===== config.mk =====
export PLATFORM = sky130hd
export DESIGN_NAME = card_color_shuffler
export DESIGN_NICKNAME = d
export VERILOG_FILES = /design/src/rtl/memory_game_pkg.sv /design/src/rtl/lfsr16.sv /design/src/rtl/card_color_shuffler.sv
export SDC_FILE = /design/constraint.sdc
export NUM_CORES = 1
export LEC_CHECK = 0
export BUFFER_PORTS_ARGS = -buffer_cell sky130_fd_sc_hd__buf_4
export CORE_AREA = 4 4 101 103
export DETAILED_ROUTE_END_ITERATION = 12
export DIE_AREA = 0 0 105 107
export GPL_TIMING_DRIVEN = 0
export PLACE_DENSITY = 0.75
export SLEW_MARGIN = 10
export SYNTH_ARGS = -nofsm -noshare
export SYNTH_HDL_FRONTEND = slang
export SYNTH_SLANG_ARGS = --single-unit
export TNS_END_PERCENT = 100

===== constraint.sdc =====
create_clock -name clk -period 4.2 [get_ports clk]
set_clock_uncertainty 0.05 [all_clocks]
set_input_delay 0.84 -clock clk [delete_from_list [all_inputs] [get_ports clk]]
set_output_delay 0.84 -clock clk [all_outputs]
set_load 0.005 [all_outputs]

===== src/rtl/memory_game_pkg.sv =====
// memory_game_pkg: shared types and constants for the memory-game datapath.
// Revision: 1.0
`default_nettype none

package memory_game_pkg;

  typedef enum logic [1:0] {
    ST_IDLE    = 2'd0,
    ST_INIT    = 2'd1,
    ST_SHUFFLE = 2'd2,
    ST_DONE    = 2'd3
  } shuf_state_t;

  localparam int          CARD_COLOR_W = 12;
  localparam logic [15:0] LFSR_TAPS    = 16'hB400;

  localparam logic [CARD_COLOR_W-1:0] PALETTE [0:15] = '{
    12'hF00, 12'h0F0, 12'h00F, 12'hFF0,
    12'hF0F, 12'h0FF, 12'hF80, 12'h8F0,
    12'h08F, 12'hF08, 12'h80F, 12'h0F8,
    12'hFFF, 12'h888, 12'h840, 12'h48C
  };

  // Smallest all-ones value covering c, i.e. 2^clog2(c+1)-1 for c >= 1.
  function automatic logic [5:0] fy_mask(input logic [5:0] c);
    logic [5:0] m;
    m = c;
    m = m | (m >> 1);
    m = m | (m >> 2);
    m = m | (m >> 4);
    return m;
  endfunction

endpackage

`default_nettype wire


===== src/rtl/lfsr16.sv =====
// lfsr16: free-running 16-bit right-shifting Galois LFSR.
// Revision: 1.0
`default_nettype none

module lfsr16 #(
  parameter logic [15:0] SEED = 16'hACE1,
  parameter logic [15:0] TAPS = 16'hB400
) (
  input  logic        clk,
  input  logic        rst,
  output logic [15:0] q
);

  always_ff @(posedge clk) begin
    if (rst) q <= SEED;
    else     q <= (q >> 1) ^ (q[0] ? TAPS : 16'h0000);
  end

endmodule

`default_nettype wire


===== src/rtl/card_color_shuffler.sv =====
// card_color_shuffler: Fisher-Yates shuffle of NUM_CARDS/2 card pairs with a
// registered slot read port and palette lookup. Revision: 1.0
`default_nettype none

module card_color_shuffler
  import memory_game_pkg::*;
#(
  parameter int          NUM_CARDS = 16,
  parameter logic [15:0] LFSR_SEED = 16'hACE1,
  localparam int         IDX_W     = $clog2(NUM_CARDS),
  localparam int         PAIR_W    = $clog2(NUM_CARDS / 2)
) (
  input  logic                    clk,
  input  logic                    rst,
  input  logic                    start,
  output logic                    busy,
  output logic                    done,
  input  logic [IDX_W-1:0]        rd_idx,
  output logic [PAIR_W-1:0]       rd_pair,
  output logic [CARD_COLOR_W-1:0] rd_color
);

  shuf_state_t       state, state_next;
  logic [15:0]       lfsr;
  logic [IDX_W-1:0]  cnt;
  logic [PAIR_W-1:0] slots [NUM_CARDS];

  logic [5:0]        cnt_ext, rnd, swap_idx_ext;
  logic [IDX_W-1:0]  swap_idx;
  logic [PAIR_W-1:0] sel_pair;
  logic [3:0]        pal_idx;
  logic              unused_bits;

  lfsr16 #(
    .SEED (LFSR_SEED),
    .TAPS (LFSR_TAPS)
  ) u_lfsr (
    .clk (clk),
    .rst (rst),
    .q   (lfsr)
  );

  // Fold out-of-range draws back into 0..cnt with one subtraction.
  assign cnt_ext      = 6'(cnt);
  assign rnd          = lfsr[5:0] & fy_mask(cnt_ext);
  assign swap_idx_ext = (rnd > cnt_ext) ? (rnd - cnt_ext - 6'd1) : rnd;
  assign swap_idx     = swap_idx_ext[IDX_W-1:0];
  assign unused_bits  = ^{lfsr[15:6], swap_idx_ext[5:IDX_W]};

  always_ff @(posedge clk) begin
    if (rst) state <= ST_IDLE;
    else     state <= state_next;
  end

  always_comb begin
    state_next = state;
    case (state)
      ST_IDLE:    if (start) state_next = ST_INIT;
      ST_INIT:    state_next = ST_SHUFFLE;
      ST_SHUFFLE: if (cnt == IDX_W'(1)) state_next = ST_DONE;
      ST_DONE:    if (start) state_next = ST_INIT;
      default:    state_next = ST_IDLE;
    endcase
  end

  always_comb begin
    busy = (state == ST_INIT) || (state == ST_SHUFFLE);
    done = (state == ST_DONE);
  end

  always_ff @(posedge clk) begin
    if (rst || state == ST_INIT) begin
      for (int i = 0; i < NUM_CARDS; i++) slots[i] <= PAIR_W'(i >> 1);
    end else if (state == ST_SHUFFLE) begin
      slots[cnt]      <= slots[swap_idx];
      slots[swap_idx] <= slots[cnt];
    end
  end

  always_ff @(posedge clk) begin
    if (rst)                     cnt <= '0;
    else if (state == ST_INIT)   cnt <= IDX_W'(NUM_CARDS - 1);
    else if (state == ST_SHUFFLE) cnt <= cnt - IDX_W'(1);
  end

  always_comb begin
    sel_pair = '0;
    if (int'(rd_idx) < NUM_CARDS) sel_pair = slots[rd_idx];
  end

  assign pal_idx = 4'(sel_pair);

  always_ff @(posedge clk) begin
    if (rst) begin
      rd_pair  <= '0;
      rd_color <= PALETTE[0];
    end else begin
      rd_pair  <= sel_pair;
      rd_color <= PALETTE[pal_idx];
    end
  end

endmodule

`default_nettype wire


[Word level (Yosys, flattened, before mapping)]
Memories as Yosys holds them, arrays and structs flattened. A register that Yosys moved wholly into a read port is not among the register bits.
Index checks and enable logic that the tools add are counted.
W data, S select, Z words.
Storage, ports and cells
  bits in registers: 25
  RAM bits: 48
  ROM bits: 192
  memories kept: 2
Operators by class
  add/sub/neg operators: 3
  $lt $le $gt $ge: 1
  equality and inequality tests: 6
  muxes and demuxes: 20
  bitwise operators: 6
  reductions and logical operators: 8
Memories
  (no name shown): words 16, bits a word 12, read ports 1, clocked after Yosys merged registers in 1, wr ports 0, line card_color_shuffler.sv:99  | rd_color <= PALETTE[pal_idx];
  slots: words 16, bits a word 3, read ports 3, clocked after Yosys merged registers in 1, wr ports 16, line card_color_shuffler.sv:26  | logic [PAIR_W-1:0] slots [NUM_CARDS];
Operators with widths (number)
  $mux W4: 7
  $mux W16: 1
  $xor A15 B16 Y16: 1
  $sub A4 B1 Y4 const B: 2
  $mux W1: 7
  $and A6 B4 Y6: 1
  $gt A6 B4 Y1: 1
  $mux W3: 2
  $pmux W2 S3: 1
  $reduce_or A3 Y1: 2
  $not A3 Y5: 1
  $eq A2 B2 Y1 const B: 2
  $eq A4 B1 Y1 const B: 1
  $mux W2: 2
  $or A4 B1 Y4 const B: 1
  $or A4 B2 Y4: 1
  $or A4 B3 Y4: 1
  $sub A4 B4 Y4: 1
  $eq A2 B1 Y1 const B: 1
  $logic_not A2 Y1: 1
  $logic_or A1 B1 Y1: 2
  $ne A2 B1 Y1 const B: 1
  $ne A2 B2 Y1 const B: 1
  $reduce_and A2 Y1: 1
  other kinds (2): 2

[Depth between registers and ports, before layout]
Gate-level depths: netlist of run 1.
An unclocked memory read counts as a cell.
  depth in word-level cells: 9
  mapped depth: 17
  depth with buffers taken out: 15

[By module]
A second synthesis of run 1 with hierarchy kept.
Unflattened totals
  cell total of the unflattened synthesis: 491
  area, all modules: 5337.6 um2
By module, submodules not included
  card_color_shuffler: instances 1, cells an instance 455, area an instance 4874.7 um2
  lfsr16: instances 1, cells an instance 36, area an instance 462.9 um2

[Worst setup path before layout of run 1]
No wires, ideal clock.
  path kind: register -> register
  start: register cnt[1]
  end: memory slots[10][0] (netlist bit), data pin
  setup time: 0.270 ns
  arrival: 3.603 ns
  setup slack: 0.277 ns
  stages on the path, launching flop included: 18
  buffers on the path: 3
  clock period less this slack: 3.923 ns
  path through: dfxtp_1 -> inv_1 -> ha_1 -> or3b_4 -> nand2_2 -> inv_1 -> ha_1 -> nand3_2 -> o211ai_2 -> or2_1 -> buf_6 -> mux2_4 -> a22oi_2 -> a21oi_1 -> or4_1 -> buf_6 -> buf_6 -> a2bb2oi_1
RTL lines
  start, declared: line card_color_shuffler.sv:25  | logic [IDX_W-1:0] cnt;
  start signal, assigned: line card_color_shuffler.sv:82  | else if (state == ST_INIT) cnt <= IDX_W'(NUM_CARDS - 1);
  start signal, assigned: line card_color_shuffler.sv:83  | else if (state == ST_SHUFFLE) cnt <= cnt - IDX_W'(1);
  end, declared: line card_color_shuffler.sv:26

==> results of run 1 <==
-- critical path: stages, from the launching register on --
cell	delay [ns]
dfxtp_4	0.38
inv_4	0.10
ha_4	0.16
or3b_4	0.41
nand2_4	0.11
inv_1	0.08
ha_4	0.29
nand3_2	0.12
o211ai_4	0.13
or2_1	0.16
buf_2	0.20
o21a_1	0.36
o22ai_1	0.15
o21a_1	0.24
or4_4	0.61
buf_6	0.19
a22oi_1	0.21
-- flip-flops by register name, indices dropped and copies added, names as in the netlist, named ones only --
signal / flops
rd_color: 5
slots: 48
rd_pair: 2
cnt: 4
state: 2
u_lfsr.q: 16
-- layer usage --
metal | up-vias | track usage | share of wire
met4 | 2 | 0.1246 | 0.060
met5 | - | 0 | 0.0022
met2 | 391 | 0.4276 | 0.42
li1 | 1842 | - | -
met3 | 88 | 0.08549 | 0.15
met1 | 2023 | 0.3797 | 0.37
-- area by class of cell --
type	instances	area [um2]
clock inverters	5	46.29
repair buffers	28	220.2
well taps	111	138.9
flip-flops and latches	81	2110
multi-input cells	322	2784
fillers	746	3461
clock buffers	11	173.9
inverters	19	76.32
plain buffers	30	186.4
-- worst max-delay path by stage --
stage                      start           end  slack, ns  cells past startpoint
final                     cnt[0]   slots[8][2]       0.07                     16
after global placement    cnt[1]   slots[3][0]      -0.39                     14
after floorplan           cnt[1]  slots[10][0]       0.28                     17
after CTS                 cnt[1]  slots[10][0]      0.007                     17
after global routing      cnt[0]  slots[10][0]      0.002                     16
after detailed placement  cnt[1]   slots[3][0]      -0.44                     14
-- where the power goes --
part,internal (uW),switching [uW],leakage (uW)
Clock,300,331,0.000114
Combinational,1080,1810,0.00112
Sequential,1010,138,0.000703
Total,2390,2280,0.00194
-- placed cells by master (no fill, tap or decap), types with 8 or more instances in the layout --
master	Yosys	layout
edfxtp_1	48	48
nand2_1	35	34
dfxtp_1	33	31
buf_4	8	35
clkbuf_8	0	9
mux4_2	29	29
a21oi_1	15	14
ha_1	15	13
a22oi_1	27	27
o21ai_1	9	8
o221ai_1	11	11
nor2_1	36	34
nor2b_1	8	8
or2_2	10	10
o22ai_1	16	16
inv_1	19	17
o2bb2ai_1	8	8
clkbuf_1	11	10
-- metrics by stage --
| stage | setup WS [ns] | utilization |
|---|---|---|
| after global routing | 0.002118 | 0.6237 |
| after floorplan | 0.2771 | - |
| after global placement | -0.3864 | 0.5850 |
| final | 0.06719 | 0.6237 |
| after detailed placement | -0.4421 | 0.5850 |
| after CTS | 0.006819 | 0.6169 |
-- logic make-up (layout without fill, tap and decap cells) --
family / count (synthesis) / after routing / synth area share
compound gates: 143 / 143 / 0.2143
simple gates: 119 / 119 / 0.1173
flops: 81 / 81 / 0.4147
buf+inv: 49 / 93 / 0.05011
mux: 40 / 40 / 0.1558
fa+ha+maj: 16 / 16 / 0.04098
xor+xnor: 4 / 4 / 0.006913
-- repair_timing --
action | 4_1_cts | 5_1_grt
setup endpoints to repair | 78 | 35
gates resized for setup | 15 | 10
cloned | 0 | 1
setup buffers | 2 | 2
pin swaps | 1 | 1
==> reports/metrics.cfg, run 1 <==
[clock_tree]
cts_root_buf = clkbuf_8
cts_max_level = 3
cts_tree = built
clk_latency_ns = 0.37
clk_pin_slew_ns = 0.10
clk_path_buf_depth = 2
ctsHoldBuffers = 0
clock_sinks = 81
cts_buffers = 9

[die]
ios = 24
start_util = 0.5512
chipHeight_um = 107
core_mm2 = 0.009196
fp-row-count = 35
die_area_mm2 = 0.01124
die_w_um = 105

[hold_path]
hold_end = u_lfsr.q[6]
min_path_type = reg -> reg
hp-start = u_lfsr.q[7]
holdPathStages = 1

[yosys]
synthesis.nets = 475
synth-edff-count = 48
yosysWarningCount = 0
yosys.cell_count.top_type = edfxtp_1
synth_area_mm2 = 0.005069
syn_avg_cell_area_um2 = 11.21
post_synth_num_cell_types = 63
synth_common_cells = edfxtp_1 (48), nor2_1 (36), nand2_1 (35)
synth_top_flop_cell = edfxtp_1
ys_ff_latch = 81
yosys.area.top_type_share = 0.2844
seq_area_frac_synth = 0.4147
async_flop_share = 0
yosysTopAreaCell = edfxtp_1
syn_inst = 452
synthTopCellsByArea = edfxtp_1 (28%), dfxtp_1 (13%), mux4_2 (13%)

[timing]
setup_viol = 0
whs_ns = 0.3711
slew_headroom = 0.4181
finalSetupTns_ns = 0
max_freq_mhz = 242.0
period_minus_slack_ns = 4.133
worst_slew_pin_slew_ns = 0.8728
fin_crit_sh = 0.9840
rsz0062_at_grt = false
hold_violations = 0
slew_viol_final = 0

[global_routing]
antenna_found_initial = 1
grt_pass1_vias = 4119
grt_overflow = 0
grt_pass1_wl_um = 23740
grt_max_degree = 17
grt_usage = 0.2834

[route]
vias = 4346
vias_per_cell = 7.160
first_pass_iters = 9
ant_nets = 0
wirelength_um = 15630
drtIter0Drc = 714
drc = 0
wl_per_cell_um = 25.75

[worst_setup_path]
crit_arrival_ns = 4.28
end_kind = flip-flop
required_ns = 4.35
start_kind = flip-flop
ff2ff_setup_slack_ns = 0.07
cp_max_fo = 10
critical_path_class = reg -> reg
rr_startpoint = cnt[0]
r2r_end = slots[8][2]
r2r_cells = 16

[run_status]
status = completed

[placed_design]
io_buffers = 23
gp_congestion = 1.068
dpl_cell_area_mm2 = 0.005380
place_inst = 586
hpwl_um = 11480

[pwr]
total_power_uw = 4667
vdd.ir_drop.worst_mv = 0.3642
p_leak_uw = 0.001936
pwr_density_cell_mw_per_mm2 = 813.8

[layout]
drive_above_1_share = 0.2742
antenna_cells = 0
fin_area_mm2 = 0.005736
fin_cells = 607
nets = 514
area_growth_syn_to_layout_pct = 13.16

[flow_run]
cap_violations = 0

No activity file was read; power rests on OpenSTA's default activity.
==> inputs of run 2 (changes only) <==
--- a/config.mk
+++ b/config.mk
@@ -6,11 +6,11 @@
 export NUM_CORES = 1
 export LEC_CHECK = 0
 export BUFFER_PORTS_ARGS = -buffer_cell sky130_fd_sc_hd__buf_4
-export CORE_AREA = 4 4 101 103
+export CORE_AREA = 4 4 121 123
 export DETAILED_ROUTE_END_ITERATION = 12
-export DIE_AREA = 0 0 105 107
+export DIE_AREA = 0 0 125 127
 export GPL_TIMING_DRIVEN = 0
-export PLACE_DENSITY = 0.75
+export MAX_ROUTING_LAYER = met4
 export SLEW_MARGIN = 10
 export SYNTH_ARGS = -nofsm -noshare
 export SYNTH_HDL_FRONTEND = slang
==> run 2 against run 1 <==
Effect of this change:
- critical path depth down 2
- sequential share of layout area fell by 1.1 points
- clock-buffer cell count is the same
- critical endpoint is now slots[3][0]
- largest cell class unchanged
- highest routed layer is now met4
==> reports/metrics.cfg, run 2 (same netlist as run 1, synthesis figures left out) <==
[route]
wl_per_cell_um = 23.06
drc = 0
wirelength_um = 15560
first_pass_iters = 5
wl_met2_um = 7241
vias_per_cell = 6.227
wl_met3_um = 1572
ant_nets = 0
drtIter0Drc = 627
drt-met1-wl_um = 6213
vias = 4203
highest_layer = met4

[timing]
max_freq_mhz = 245.9
hold_violations = 0
slew_viol_final = 0
finalSetupTns_ns = 0
worst_slew_pin_slew_ns = 0.8549
rsz0062_at_grt = false
setup_viol = 0
whs_ns = 0.3567
period_minus_slack_ns = 4.067
slew_headroom = 0.4301
fin_ws_ns = 0.1331
fin_crit_sh = 0.9683

[clock_tree]
clk_latency_ns = 0.36
clk_path_buf_depth = 2
cts_max_level = 3
cts_buffers = 9
cts_tree = built
clk_pin_slew_ns = 0.07
clock_sinks = 81
cts_root_buf = clkbuf_16

[flow_run]
cap_violations = 0

[pwr]
p_sw_frac = 0.4614
pwr-share-clk = 0.178
power.share.sequential = 0.240
vdd.ir_drop.worst_mv = 0.2884
net-switching-power_uw = 2190
pwr_density_cell_mw_per_mm2 = 804.1
comb_power_share = 0.581
p_int_uw = 2556
p_leak_uw = 0.001970
total_power_uw = 4746

[layout]
final_common_cell = edfxtp_1
largest_register_ff_count = 48
nets = 513
area_growth_syn_to_layout_pct = 16.44
top_regs = slots: 48 flops, u_lfsr.q: 16 flops, rd_color: 5 flops
regMostFlops = slots
drive_above_1_share = 0.2768
antenna_cells = 0
final_cell_mix = edfxtp_1 (48), buf_4 (35), nor2_1 (34)

[worst_setup_path]
cpMaxStageDelayCell = nor2_2
cp_max_fo = 10
required_ns = 4.26
crit_family = simple AND/OR/NAND/NOR gates
crit_chain = inv_4, ha_4, or3b_4, nand2_4, inv_1, ha_4, nand3_2, o211ai_2, or2_1, buf_6, o21ai_2, nand2_1, nor2_2, o2bb2a_2
crit_buf_inv = 3
end_kind = flip-flop
crit_arrival_ns = 4.12
crit_top_cell = ha_4
start_kind = flip-flop
critical_path_class = reg -> reg
slowest_delay_ns = 0.46

[die]
die_w_um = 125
start_util = 0.3709
core_mm2 = 0.01367
fp-row-count = 43
chipHeight_um = 127
ios = 24
die_area_mm2 = 0.01588

[placed_design]
gp_congestion = 0.9610
hpwl_um = 11980
io_buffers = 23
dp_slack_ns = -0.6119

[global_routing]
grt_pass1_vias = 3995
grt_usage = 0.2042
antenna_found_initial = 0
grt_overflow = 0
grt_max_degree = 17
grt_pass1_wl_um = 23860

[run_status]
status = completed

[hold_path]
min_path_type = reg -> reg

-- run 2: changes by cell type in the layout (fill, tap and decap cells not counted), moves of 2 or more --
cell | before | now
nand2_1 | 34 | 32
clkbuf_16 | 2 | 11
clkbuf_8 | 9 | 0
nand2_2 | 1 | 3
inv_6 | 4 | 2
-- run 2: power by group through the flow --
stage / Clock, uW / Sequential, uW / Combinational (uW)
floorplan: 0 / 1100 / 1820
global placement: 0 / 1140 / 2490
detailed placement: 0 / 1150 / 2530
CTS: 851 / 1140 / 2660
global route: 883 / 1160 / 2910
finish: 845 / 1140 / 2760
-- run 2: worst paths after layout --
path	cells after the start	endpoint	slack [ns]	start
setup / recovery	14	slots[3][0]	0.13	cnt[1]
hold / removal	1	u_lfsr.q[11]	0.36	u_lfsr.q[12]
setup reg to reg	14	slots[3][0]	0.13	cnt[1]
hold reg to reg	1	u_lfsr.q[11]	0.36	u_lfsr.q[12]
-- run 2: area by class of cell --
type / count / area [um2]
Clock buffer: 11 / 275.3
Sequential cell: 81 / 2107
Inverter: 19 / 73.82
Timing Repair Buffer: 27 / 202.7
Clock inverter: 5 / 47.55
Buffer: 30 / 182.7
Multi-Input combinational cell: 322 / 2788
Fill cell: 1292 / 7764
Tap cell: 180 / 225.2
-- run 2: per-layer routing --
layer / global-route usage / vias to the layer above
met5: - / -
met4: 0.08418 / 0
met3: 0.04222 / 52
met2: 0.3227 / 264
met1: 0.2580 / 2045
li1: - / 1842
-- run 2: metrics by stage --
step             util  cells  area (um2)
5_1_grt        0.4319    675        5902
2_1_floorplan       -    452        5069
6_report       0.4319    675        5902
4_1_cts        0.4292    675        5866
3_3_place_gp   0.4000    655        5466
3_5_place_dp   0.4000    655        5466
-- run 2: repair_timing --
item | 4_1_cts | 5_1_grt
setup endpoints to repair | 82 | 65
hold endpoints to repair | 0 | 0
hold buffers | 0 | 0
setup buffers | 4 | 0
pin swaps | 1 | 0
resized for setup | 13 | 9
-- run 2: worst reg2reg max path, delay by kind of cell (launching register included) --
| kind | cells | cell delay (ns) |
|---|---|---|
| adder cells (fa/ha/maj) | 2 | 0.39 |
| buffers and inverters | 3 | 0.33 |
| AND/OR/NAND/NOR | 6 | 1.81 |
| AO/OA/AOI/OAI | 3 | 0.86 |
| flip-flops | 1 | 0.38 |
